[src/rtl/clock_gen_pkg.sv]
// Shared definitions for the four-phase CPU clock generator.
//   phase_t     : quarter-phase index Q0..Q3 of the processor clock period.
//   *_MASK      : per-phase decode tables, bit N = output value during phase N.
//   PH_RESET    : phase loaded by reset; it decodes to all outputs low, so the
//                 next phase advance lands in Q0 and raises clk.
package clock_gen_pkg;

    typedef enum logic [1:0] {
        Q0 = 2'd0,
        Q1 = 2'd1,
        Q2 = 2'd2,
        Q3 = 2'd3
    } phase_t;

    // clk is high in Q0,Q1; clk_d (clk delayed a quarter) is high in Q1,Q2.
    // clk_e = clk | clk_d -> Q0..Q2; clk_s = clk & clk_d -> Q1 only.
    localparam logic [3:0] CLK_MASK  = 4'b0011;
    localparam logic [3:0] CLKE_MASK = 4'b0111;
    localparam logic [3:0] CLKS_MASK = 4'b0010;

    localparam phase_t PH_RESET = Q3;

endpackage

[src/rtl/clock_gen_prescaler.sv]
// Quarter-phase prescaler: counts sys_clk edges and flags the last edge of
// each quarter-phase.
// Ports:
//   sys_clk : system clock, rising-edge active.
//   reset   : synchronous active-high reset, clears the count.
//   tick    : high while the count sits at PHASE_LEN-1, i.e. the coming edge
//             ends the current quarter-phase.
module clock_gen_prescaler #(
    parameter int PHASE_LEN = 1
) (
    input  logic sys_clk,
    input  logic reset,
    output logic tick
);

    localparam int PW = (PHASE_LEN > 1) ? $clog2(PHASE_LEN) : 1;
    localparam logic [PW-1:0] LAST = PW'(PHASE_LEN - 1);

    logic [PW-1:0] pc;

    assign tick = (pc == LAST);

    always_ff @(posedge sys_clk) begin
        if (reset) begin
            pc <= '0;
        end else if (tick) begin
            pc <= '0;
        end else begin
            pc <= pc + 1'b1;
        end
    end

endmodule

[src/rtl/clock_gen.sv]
// Four-phase CPU clock generator for the 7-step processor.
// Produces the processor timing signals from the free-running sys_clk; every
// output is a flop loaded from the decode of the next phase, so the outputs
// always equal decode(ph) with no logic after a register.
// Ports:
//   sys_clk : system clock, rising-edge active.
//   reset   : synchronous active-high reset; forces phase Q3, outputs low.
//   clk     : base processor clock, 50% duty.
//   clk_e   : enable clock (clk OR clk_d), 75% duty.
//   clk_s   : set clock (clk AND clk_d), 25% duty, centred inside clk_e.
// Period is 4*PHASE_LEN sys_clk cycles.
module clock_gen
    import clock_gen_pkg::*;
#(
    parameter int PHASE_LEN = 1
) (
    input  logic sys_clk,
    input  logic reset,
    output logic clk,
    output logic clk_e,
    output logic clk_s
);

    logic   tick;
    phase_t ph;
    phase_t ph_next;

    clock_gen_prescaler #(
        .PHASE_LEN(PHASE_LEN)
    ) u_prescaler (
        .sys_clk(sys_clk),
        .reset  (reset),
        .tick   (tick)
    );

    // Next phase: advance one quarter on each prescaler tick, Q3 wraps to Q0.
    always_comb begin
        ph_next = ph;
        if (tick) begin
            ph_next = phase_t'(ph + 2'd1);
        end
    end

    // Phase register and output flops update together from ph_next.
    always_ff @(posedge sys_clk) begin
        if (reset) begin
            ph    <= PH_RESET;
            clk   <= 1'b0;
            clk_e <= 1'b0;
            clk_s <= 1'b0;
        end else begin
            ph    <= ph_next;
            clk   <= CLK_MASK[ph_next];
            clk_e <= CLKE_MASK[ph_next];
            clk_s <= CLKS_MASK[ph_next];
        end
    end

endmodule

[config.mk]
export PLATFORM = sky130hd
export DESIGN_NAME = clock_gen
export DESIGN_NICKNAME = d
export VERILOG_FILES = /design/src/rtl/clock_gen_pkg.sv /design/src/rtl/clock_gen_prescaler.sv /design/src/rtl/clock_gen.sv
export SDC_FILE = /design/constraint.sdc
export NUM_CORES = 1
export LEC_CHECK = 0
export CORE_AREA = 10 10 47 49
export DETAILED_ROUTE_END_ITERATION = 12
export DIE_AREA = 0 0 57 59
export GPL_TIMING_DRIVEN = 0
export PLACE_DENSITY = 0.36
export SLEW_MARGIN = 20
export SYNTH_ARGS = -nofsm -noshare
export SYNTH_HDL_FRONTEND = slang
export SYNTH_SLANG_ARGS = --single-unit
[constraint.sdc]
create_clock -name sys_clk -period 2.15 [get_ports sys_clk]
set_clock_uncertainty 0.05 [all_clocks]
set_input_delay 0.43 -clock sys_clk [delete_from_list [all_inputs] [get_ports sys_clk]]
set_output_delay 0.43 -clock sys_clk [all_outputs]
set_load 0.1 [all_outputs]
==> Yosys cells after proc, flatten, opt, wreduce, memory -nomap -nowiden <==
Index checks and enable logic that the tools add are counted.
{ "totals": {"ff_bits": 6, "wordCells": 17} }
{ "op_classes": {"add_sub_neg": 2, "order_cmp": 1, "muxes": 7, "bitwise": 1, "n_reduce_logical": 1} }
{ "op_table": {"columns": ["cell", "count"], "rows": [
  ["binary-select mux 1 bit (select 2 bit)", 3],
  ["less-than comparator 2 x 3 -> 1 bit, second input constant", 1],
  ["two-way mux 1 bit", 3],
  ["adder 2 x 1 -> 2 bit, second input constant", 1],
  ["two-way mux 2 bit", 1],
  ["OR reduction 2 bit", 1],
  ["adder 1 bit, second input constant", 1],
  ["NOT 1 bit", 1]
]} }

==> Logic depth before layout (Yosys ltp) <==
Gate-level depths: netlist (run 1).
{ "depth": {"word_depth": 4, "ltp_mapped": 3, "mapped_depth_nobuf": 3} }

==> Cells and area by module <==
Synthesis (run 1) repeated with hierarchy kept, for this count alone.
{ "unflattened": {"cells_unflattened": 17, "area_unflattened_um2": 195.2} }
{ "modules_own_cells": {"columns": ["mod", "instances", "cells_per_inst", "area_each_um2", "seq_area_each_um2"], "rows": [
  ["clock_gen", 1, 14, 167.7, 100.1],
  ["clock_gen_prescaler", 1, 3, 27.5, 20.0]
]} }

==> Worst setup path after synthesis (run 1) <==
OpenSTA, ideal clock, no wires.
{ "synth_timing": {"kind": "reg-to-output", "from": "register clk", "to": "output clk", "arrival_time_ns": 0.909, "slack_ns": 0.761, "stages_incl_launch_ff": 1, "n_path_buf": 0, "cell_sequence": "dfxtp_1"} }
{ "synth_rtl": {"columns": ["item", "line_no", "rtl"], "rows": [
  ["start, declared", "clock_gen.sv:19", "output logic clk,"],
  ["start signal, assigned", "clock_gen.sv:53", "clk <= CLK_MASK[ph_next];"]
]} }
No word-level cell between the ends.

==> Worst setup path after layout (run 1) <==
{ "layout_timing": {"from": "register clk_s", "to": "output clk_s"} }
{ "layout_rtl": {"columns": ["item", "line_no", "rtl"], "rows": [
  ["start, declared", "clock_gen.sv:21", "output logic clk_s"],
  ["start signal, assigned", "clock_gen.sv:55", "clk_s <= CLKS_MASK[ph_next];"]
]} }
No word-level cell between the ends.

==> results of run 1 <==
synth_stat cells:
master / instances
sky130_fd_sc_hd__dfxtp_1: 6
sky130_fd_sc_hd__nor3_1: 1
sky130_fd_sc_hd__conb_1: 1
sky130_fd_sc_hd__and2b_2: 2
sky130_fd_sc_hd__xnor2_1: 1
sky130_fd_sc_hd__inv_1: 1
sky130_fd_sc_hd__xor2_1: 1
sky130_fd_sc_hd__nand2b_1: 2
sky130_fd_sc_hd__a21oi_1: 1
logic make-up (layout without fill, tap and decap cells):
logic type                Yosys count  count (layout)  share of synthesized area [%]
AOI/OAI and AO/OA                   1               1                          2.700
xor gates and xnor gates            2               2                          9.461
buffers and inverters               1               8                          2.025
DFF                                 6               6                          64.87
other                               1               1                          2.025
and+or+nand+nor                     5               5                          18.92
where the power goes:
group / switching (mW) / internal [mW]
registers: 0.00479 / 0.123
logic: 0.0544 / 0.0166
clock network: 0.0403 / 0.0631
layout make-up:
| class | instances | area, sq um |
|---|---|---|
| Fill cell | 159 | 1137 |
| Timing Repair Buffer | 4 | 36.28 |
| Inverter | 1 | 3.754 |
| Sequential cell | 6 | 120.1 |
| Tap cell | 16 | 20.02 |
| Multi-Input combinational cell | 9 | 61.31 |
| Clock buffer | 3 | 22.52 |
how the worst max path moves through the flow:
stage / start / endpoint / slack (ns) / depth (start not counted)
after floorplan: clk / clk / 0.76 / 0
after global placement: clk / clk / 0.25 / 1
after detailed placement: clk_s / clk_s / 0.25 / 1
after CTS: clk_s / clk_s / 0.26 / 1
after global routing: clk / clk / 0.23 / 1
final: clk_s / clk_s / 0.28 / 1
cell usage in the layout (no fill, tap or decap):
| cell | synthesis | final |
|---|---|---|
| sky130_fd_sc_hd__nand2b_1 | 2 | 2 |
| sky130_fd_sc_hd__inv_1 | 1 | 1 |
| sky130_fd_sc_hd__conb_1 | 1 | 1 |
| sky130_fd_sc_hd__xor2_1 | 1 | 1 |
| sky130_fd_sc_hd__clkdlybuf4s50_1 | 0 | 1 |
| sky130_fd_sc_hd__nor3_1 | 1 | 1 |
| sky130_fd_sc_hd__clkbuf_4 | 0 | 3 |
| sky130_fd_sc_hd__a21oi_1 | 1 | 1 |
| sky130_fd_sc_hd__and2b_2 | 2 | 2 |
| sky130_fd_sc_hd__dlygate4sd2_1 | 0 | 3 |
| sky130_fd_sc_hd__dfxtp_1 | 6 | 6 |
| sky130_fd_sc_hd__xnor2_1 | 1 | 1 |
routing by layer:
metal | wire length, um | global-route usage (%) | share of wire (%)
met4 | 12 | 3.020 | 4.2
met2 | 68 | 0.9302 | 24
met1 | 140 | 2.378 | 49
met3 | 66 | 4.936 | 23
met5 | 0 | 0 | 0
per-stage QoR:
step,setup WS (ns),util (%),power (mW),cells
4_1_cts,0.2637,18.84,0.3075,39
5_1_grt,0.2315,18.84,0.3233,39
6_report,0.2773,18.84,0.3024,39
3_3_place_gp,0.2536,17.50,0.2051,36
3_5_place_dp,0.2490,17.50,0.2058,36
2_1_floorplan,0.7610,-,0.1889,16
what timing repair did:
action	in CTS	in global routing
endpoints found under the hold margin	0	0
endpoints found under the setup margin	3	0
buffers inserted	0	0
gates resized for setup	3	0
==> summary.txt, run 1 <==
Cells and area
  • Area Overhead vs Synth: 42.57%
  • Layout cell share with drive strength beyond 1: a little over a fifth
  • Diode insertion count for antenna repair: 0
  • # nets final: 27
  • Design Area, Final: around 260 sq um

Critical path
  • Register-to-Register Path Depth: 3
  • Count of buffering cells on the critical path with inverters included: 1
  • Required time reported for the critical path endpoint: about 1.7 ns
  • Cell breakdown of the critical path: dlygate4sd2_1
  • Critical path startpoint category: flop
  • Max FO, Critical Path: 1
  • Worst r2r src: u_prescaler.pc
  • Type of the setup path with the least slack: flop to output pin
  • Stage delay of the slowest cell on the critical path: ~0.85 ns
  • Endpoint kind of the worst setup timing path: output pin
  • Endpoint of the worst-slack reg-to-reg timing path: clk
  • R2R setup slack: about 1.1 ns
  • Critical path's slowest cell: sky130_fd_sc_hd__dlygate4sd2_1
  • Family with the most delay on the worst path: buffers and inverters
  • Arrival time at the worst endpoint: roughly 1.4 ns

Clock network
  • TritonCTS buffer count: 3
  • Sink Count: 6
  • CTS H-tree depth: 1
  • Longest Clk Path Bufs: 2
  • Clock Latency Late Sink: 0.24 ns
  • CTS tree: built
  • # hold bufs at CTS: 0
  • Clock input transition at the sequential cells of the worst setup and hold paths: approximately 0.040 ns
  • Clk Tree Root Cell: sky130_fd_sc_hd__clkbuf_4

Die
  • Cell row count: 14
  • Area of the die: ~0.0034 sq mm
  • Die Width: 57 um
  • CORE AREA: 0.001401 sq mm
  • Ports placed on the boundary: 5
  • Vertical die dimension: between 50 and 60 um
  • Initial core utilization: 13.21%

Status
  • Outcome: finished clean

Yosys
  • Largest cells by area after synthesis: sky130_fd_sc_hd__dfxtp_1, sky130_fd_sc_hd__and2b_2, sky130_fd_sc_hd__nand2b_1, sky130_fd_sc_hd__xnor2_1, sky130_fd_sc_hd__xor2_1
  • Dominant cell type by area after synthesis: sky130_fd_sc_hd__dfxtp_1
  • Synthesized flop and latch total: 6
  • Sequential element share of the synthesized area: 64.86%
  • Number of synthesis warnings: 0
  • Average size of a mapped cell: 11.57 sq um
  • Count of mapped cells out of synthesis: 16
  • Synthesized area: 185.2 sq um
  • Area share of the leading cell type in the synthesized netlist: between 60% and 70%
  • Number of nets produced by synthesis: 18
  • Count of different cell masters after synthesis: 9

Routing
  • Antenna-violating nets left: 0
  • Post-Route WL: ~290 um
  • Via total after detailed routing: between 100 and 150
  • Drt first pass iters: 3
  • WL per Instance: between 7 and 8 um
  • Post-route DRC: 0
  • Vias per cell: about 3
  • Starting DRC count in detailed routing: 4

Timing
  • Sum of negative setup slack: 0 ns
  • Measured slew at the worst slew-check pin: between 0.9 and 1 ns
  • Worst slack on hold paths: approximately 0.43 ns
  • Slew HR: a little over a third
  • RSZ-0062 raised after global routing: no
  • Final Hold Viols: 0
  • Max Clock Freq: roughly 530 MHz
  • Count of endpoints failing setup in the final report: 0
  • Final-report max-slew violation count: 0
  • Tmin final: around 1.9 ns
  • Final period utilization: slightly below 90%

Global routing
  • Via count of the first global-routing pass: 104
  • Leftover overflow at the end of global routing: 0
  • Pin count of the biggest net entering global routing: 6
  • Global-route usage over all layers: 2.508%
  • Antenna violations before repair: 0
  • Global-route wire length before repair: around 500 um

Power and ir drop
  • Total power divided by cell area: about 1100 mW/mm^2
  • Worst VDD drop: just under 300 uV
  • Static Leakage: around 0.12 nW

Placed design
  • Placed Area: 245.2 sq um
  • IO Port Bufs: 4
  • Placer Congestion: approximately 0.7

Min path
  • Cell count of the worst hold path: 1
  • Class of the tightest hold or removal check: flop to flop
  • Worst-case hold path end point: clk_e

Job
  • Count of maximum capacitance violations: 0
Power figures use the tool's default switching activity.
==> inputs of run 2 (changes only) <==
Settings changed: ABC_CLOCK_PERIOD_IN_PS set to 2150.
==> results of run 2 <==
Same layout as run 1: the final DEF is identical, and so are final timing and power.
==> inputs of run 3 (changes only) <==
Settings changed: SETUP_SLACK_MARGIN set to 0.4.
==> run 3 against run 2 <==
Critical path depth unchanged. Maximum frequency increased by 19%. Critical endpoint is now clk_e. Largest cell class unchanged. Via count up 2.6%. Power increased by 0.78%. Final cell count unchanged.
==> summary.txt, run 3 (synthesized netlist as in run 1, its figures left out) <==
Power and ir drop
  • Sequential power share: 42.1% (was 42.3%)
  • Share of total power in the clock network: 33.8% (was 34.2%)
  • Combinational power share: 24.1% (was 23.5%)
  • Total power divided by cell area: 1123 mW/mm^2 (was 1146 mW/mm^2)
  • Sw power: 99.41 uW (was 99.50 uW)
  • Worst VDD drop: 312.8 uV (was 292.3 uV)
  • Switching power share of the total: 32.62% (was 32.90%)
  • Internal power: 205.4 uW (was 202.9 uW)
  • Static Leakage: 0.1107 nW (was 0.1197 nW)

Global routing
  • Global-route wire length before repair: 469 um (was 489 um)
  • Leftover overflow at the end of global routing: 0 (unchanged)
  • Antenna violations before repair: 0 (unchanged)
  • Pin count of the biggest net entering global routing: 6 (unchanged)
  • Via count of the first global-routing pass: 106 (was 104)
  • Global-route usage over all layers: 2.421% (was 2.508%)

Routing
  • Post-Route WL: 289 um (was 288 um)
  • Via total after detailed routing: 119 (was 116)
  • WL per Instance: 7.410 um (was 7.385 um)
  • Post-route DRC: 0 (unchanged)
  • Antenna-violating nets left: 0 (unchanged)
  • Drt first pass iters: 3 (unchanged)
  • Starting DRC count in detailed routing: 4 (unchanged)
  • Vias per cell: 3.051 (was 2.974)

Clock network
  • Longest Clk Path Bufs: 2 (unchanged)
  • Clock Latency Late Sink: 0.24 ns (about the same)
  • CTS tree: built (unchanged)
  • Clk Tree Root Cell: sky130_fd_sc_hd__clkbuf_4 (unchanged)
  • # hold bufs at CTS: 0 (unchanged)
  • TritonCTS buffer count: 3 (unchanged)
  • Clock input transition at the sequential cells of the worst setup and hold paths: 0.04 ns (about the same)
  • Sink Count: 6 (unchanged)
  • CTS H-tree depth: 1 (unchanged)

Cells and area
  • Area Overhead vs Synth: 46.62% (was 42.57%)
  • # nets final: 27 (unchanged)
  • Commonest non-fill, non-tap cells in the layout: sky130_fd_sc_hd__dfxtp_1, sky130_fd_sc_hd__clkbuf_4, sky130_fd_sc_hd__clkdlybuf4s15_2 (was sky130_fd_sc_hd__dfxtp_1, sky130_fd_sc_hd__clkbuf_4, sky130_fd_sc_hd__dlygate4sd2_1)
  • Layout cell share with drive strength beyond 1: 34.78% (was 21.74%)
  • Diode insertion count for antenna repair: 0 (unchanged)
  • Post-layout utilization of the core: 19.38% (was 18.84%)
  • Fill cells: 159 (unchanged)
  • Most common cell after layout, fill and taps aside: sky130_fd_sc_hd__dfxtp_1 (unchanged)

Critical path
  • Register-to-Register Path Depth: 3 (unchanged)
  • Critical path startpoint category: flop (unchanged)
  • Family with the most delay on the worst path: buffers and inverters (unchanged)
  • Required time reported for the critical path endpoint: 1.67 ns (about the same)
  • Critical path's slowest cell: sky130_fd_sc_hd__clkdlybuf4s15_2 (was sky130_fd_sc_hd__dlygate4sd2_1)
  • Count of buffering cells on the critical path with inverters included: 1 (unchanged)
  • Cell breakdown of the critical path: clkdlybuf4s15_2 (was dlygate4sd2_1)
  • Max FO, Critical Path: 1 (unchanged)
  • Worst r2r src: u_prescaler.pc (unchanged)
  • Type of the setup path with the least slack: flop to output pin (unchanged)
  • Stage delay of the slowest cell on the critical path: 0.55 ns (was 0.85 ns)
  • R2R setup slack: 1.12 ns (about the same)
  • Endpoint kind of the worst setup timing path: output pin (unchanged)
  • Arrival time at the worst endpoint: 1.10 ns (was 1.39 ns)
  • Endpoint of the worst-slack reg-to-reg timing path: clk (unchanged)

Timing
  • Sum of negative setup slack: 0 ns (unchanged)
  • Measured slew at the worst slew-check pin: 0.5477 ns (was 0.9583 ns)
  • Count of endpoints failing setup in the final report: 0 (unchanged)
  • Max Clock Freq: 634.3 MHz (was 534.0 MHz)
  • Slew HR: 63.66% (was 36.37%)
  • Final Hold Viols: 0 (unchanged)
  • Final period utilization: 73.33% (was 87.10%)
  • Final-report max-slew violation count: 0 (unchanged)
  • Tmin final: 1.577 ns (was 1.873 ns)
  • RSZ-0062 raised after global routing: no (unchanged)

Die
  • Vertical die dimension: 59 um (unchanged)
  • Ports placed on the boundary: 5 (unchanged)
  • CORE AREA: 0.001401 sq mm (unchanged)
  • Cell row count: 14 (unchanged)
  • Initial core utilization: 13.21% (unchanged)
  • Area of the die: 0.003363 sq mm (unchanged)
  • Die Width: 57 um (unchanged)

Min path
  • Cell count of the worst hold path: 1 (unchanged)
  • Class of the tightest hold or removal check: flop to flop (unchanged)
  • Worst-case hold path end point: clk_e (unchanged)

Placed design
  • IO Port Bufs: 4 (unchanged)
  • Placer Congestion: 0.6941 (unchanged)

Job
  • Count of maximum capacitance violations: 0 (unchanged)

Status
  • Outcome: finished clean (unchanged)
[run 3: changes by cell type in the layout (fill, tap and decap cells not counted), sizes merged]
cell | previous run | this run
clkdlybuf4s15 | 0 | 3
dlygate4sd2 | 3 | 0
[run 3: per-layer routing]
layer	wire [um]	vias up	track usage [%]	share of wire [%]
li1	-	62	-	-
met1	124	47	2.021	43
met2	72	8	0.9302	25
met3	80	2	5.150	28
met4	12	0	3.020	4.2
met5	0	-	0	0
[run 3: how the worst max path moves through the flow]
stage                     cells past startpoint    end  slack (ns)   from
after floorplan                               0    clk        0.76    clk
after global placement                        1    clk        0.25    clk
after detailed placement                      1  clk_s        0.25  clk_s
after CTS                                     1  clk_s        0.56  clk_s
after global routing                          1    clk        0.53    clk
final                                         1  clk_e        0.57  clk_e
[run 3: through the flow]
stage / power, mW / instance area, sq um / cells / setup WS (ns) / hold WS [ns]
after global placement: 0.2051 / 245.2 / 36 / 0.2536 / 0.4183
final: 0.3048 / 271.5 / 39 / 0.5733 / 0.4260
after global routing: 0.3241 / 271.5 / 39 / 0.5329 / 0.4771
after CTS: 0.3102 / 271.5 / 39 / 0.5613 / 0.4274
after detailed placement: 0.2058 / 245.2 / 36 / 0.2490 / 0.4115
after floorplan: 0.1889 / 185.2 / 16 / 0.7610 / 0.3915
[run 3: area by class of cell]
| class | instances | area, sq um | area share, % |
|---|---|---|---|
| inverter | 1 | 3.754 | 1.382 |
| timing repair buffer | 4 | 43.79 | 16.13 |
| multi-input combinational | 9 | 61.31 | 22.58 |
| tap | 16 | 20.02 | 7.373 |
| clock buffer | 3 | 22.52 | 8.295 |
| sequential | 6 | 120.1 | 44.24 |
[run 3: repair_timing]
item                       in CTS  in global routing
resized for setup               9                  0
buffers inserted                0                  0
setup endpoints to repair       3                  0
[run 3: power by group through the flow]
stage	logic [mW]	registers, mW	clock network (mW)
finish	0.0734	0.128	0.103
global placement	0.0750	0.130	0
detailed placement	0.0753	0.130	0
floorplan	0.0154	0.174	0
global route	0.0766	0.130	0.118
CTS	0.0737	0.129	0.108
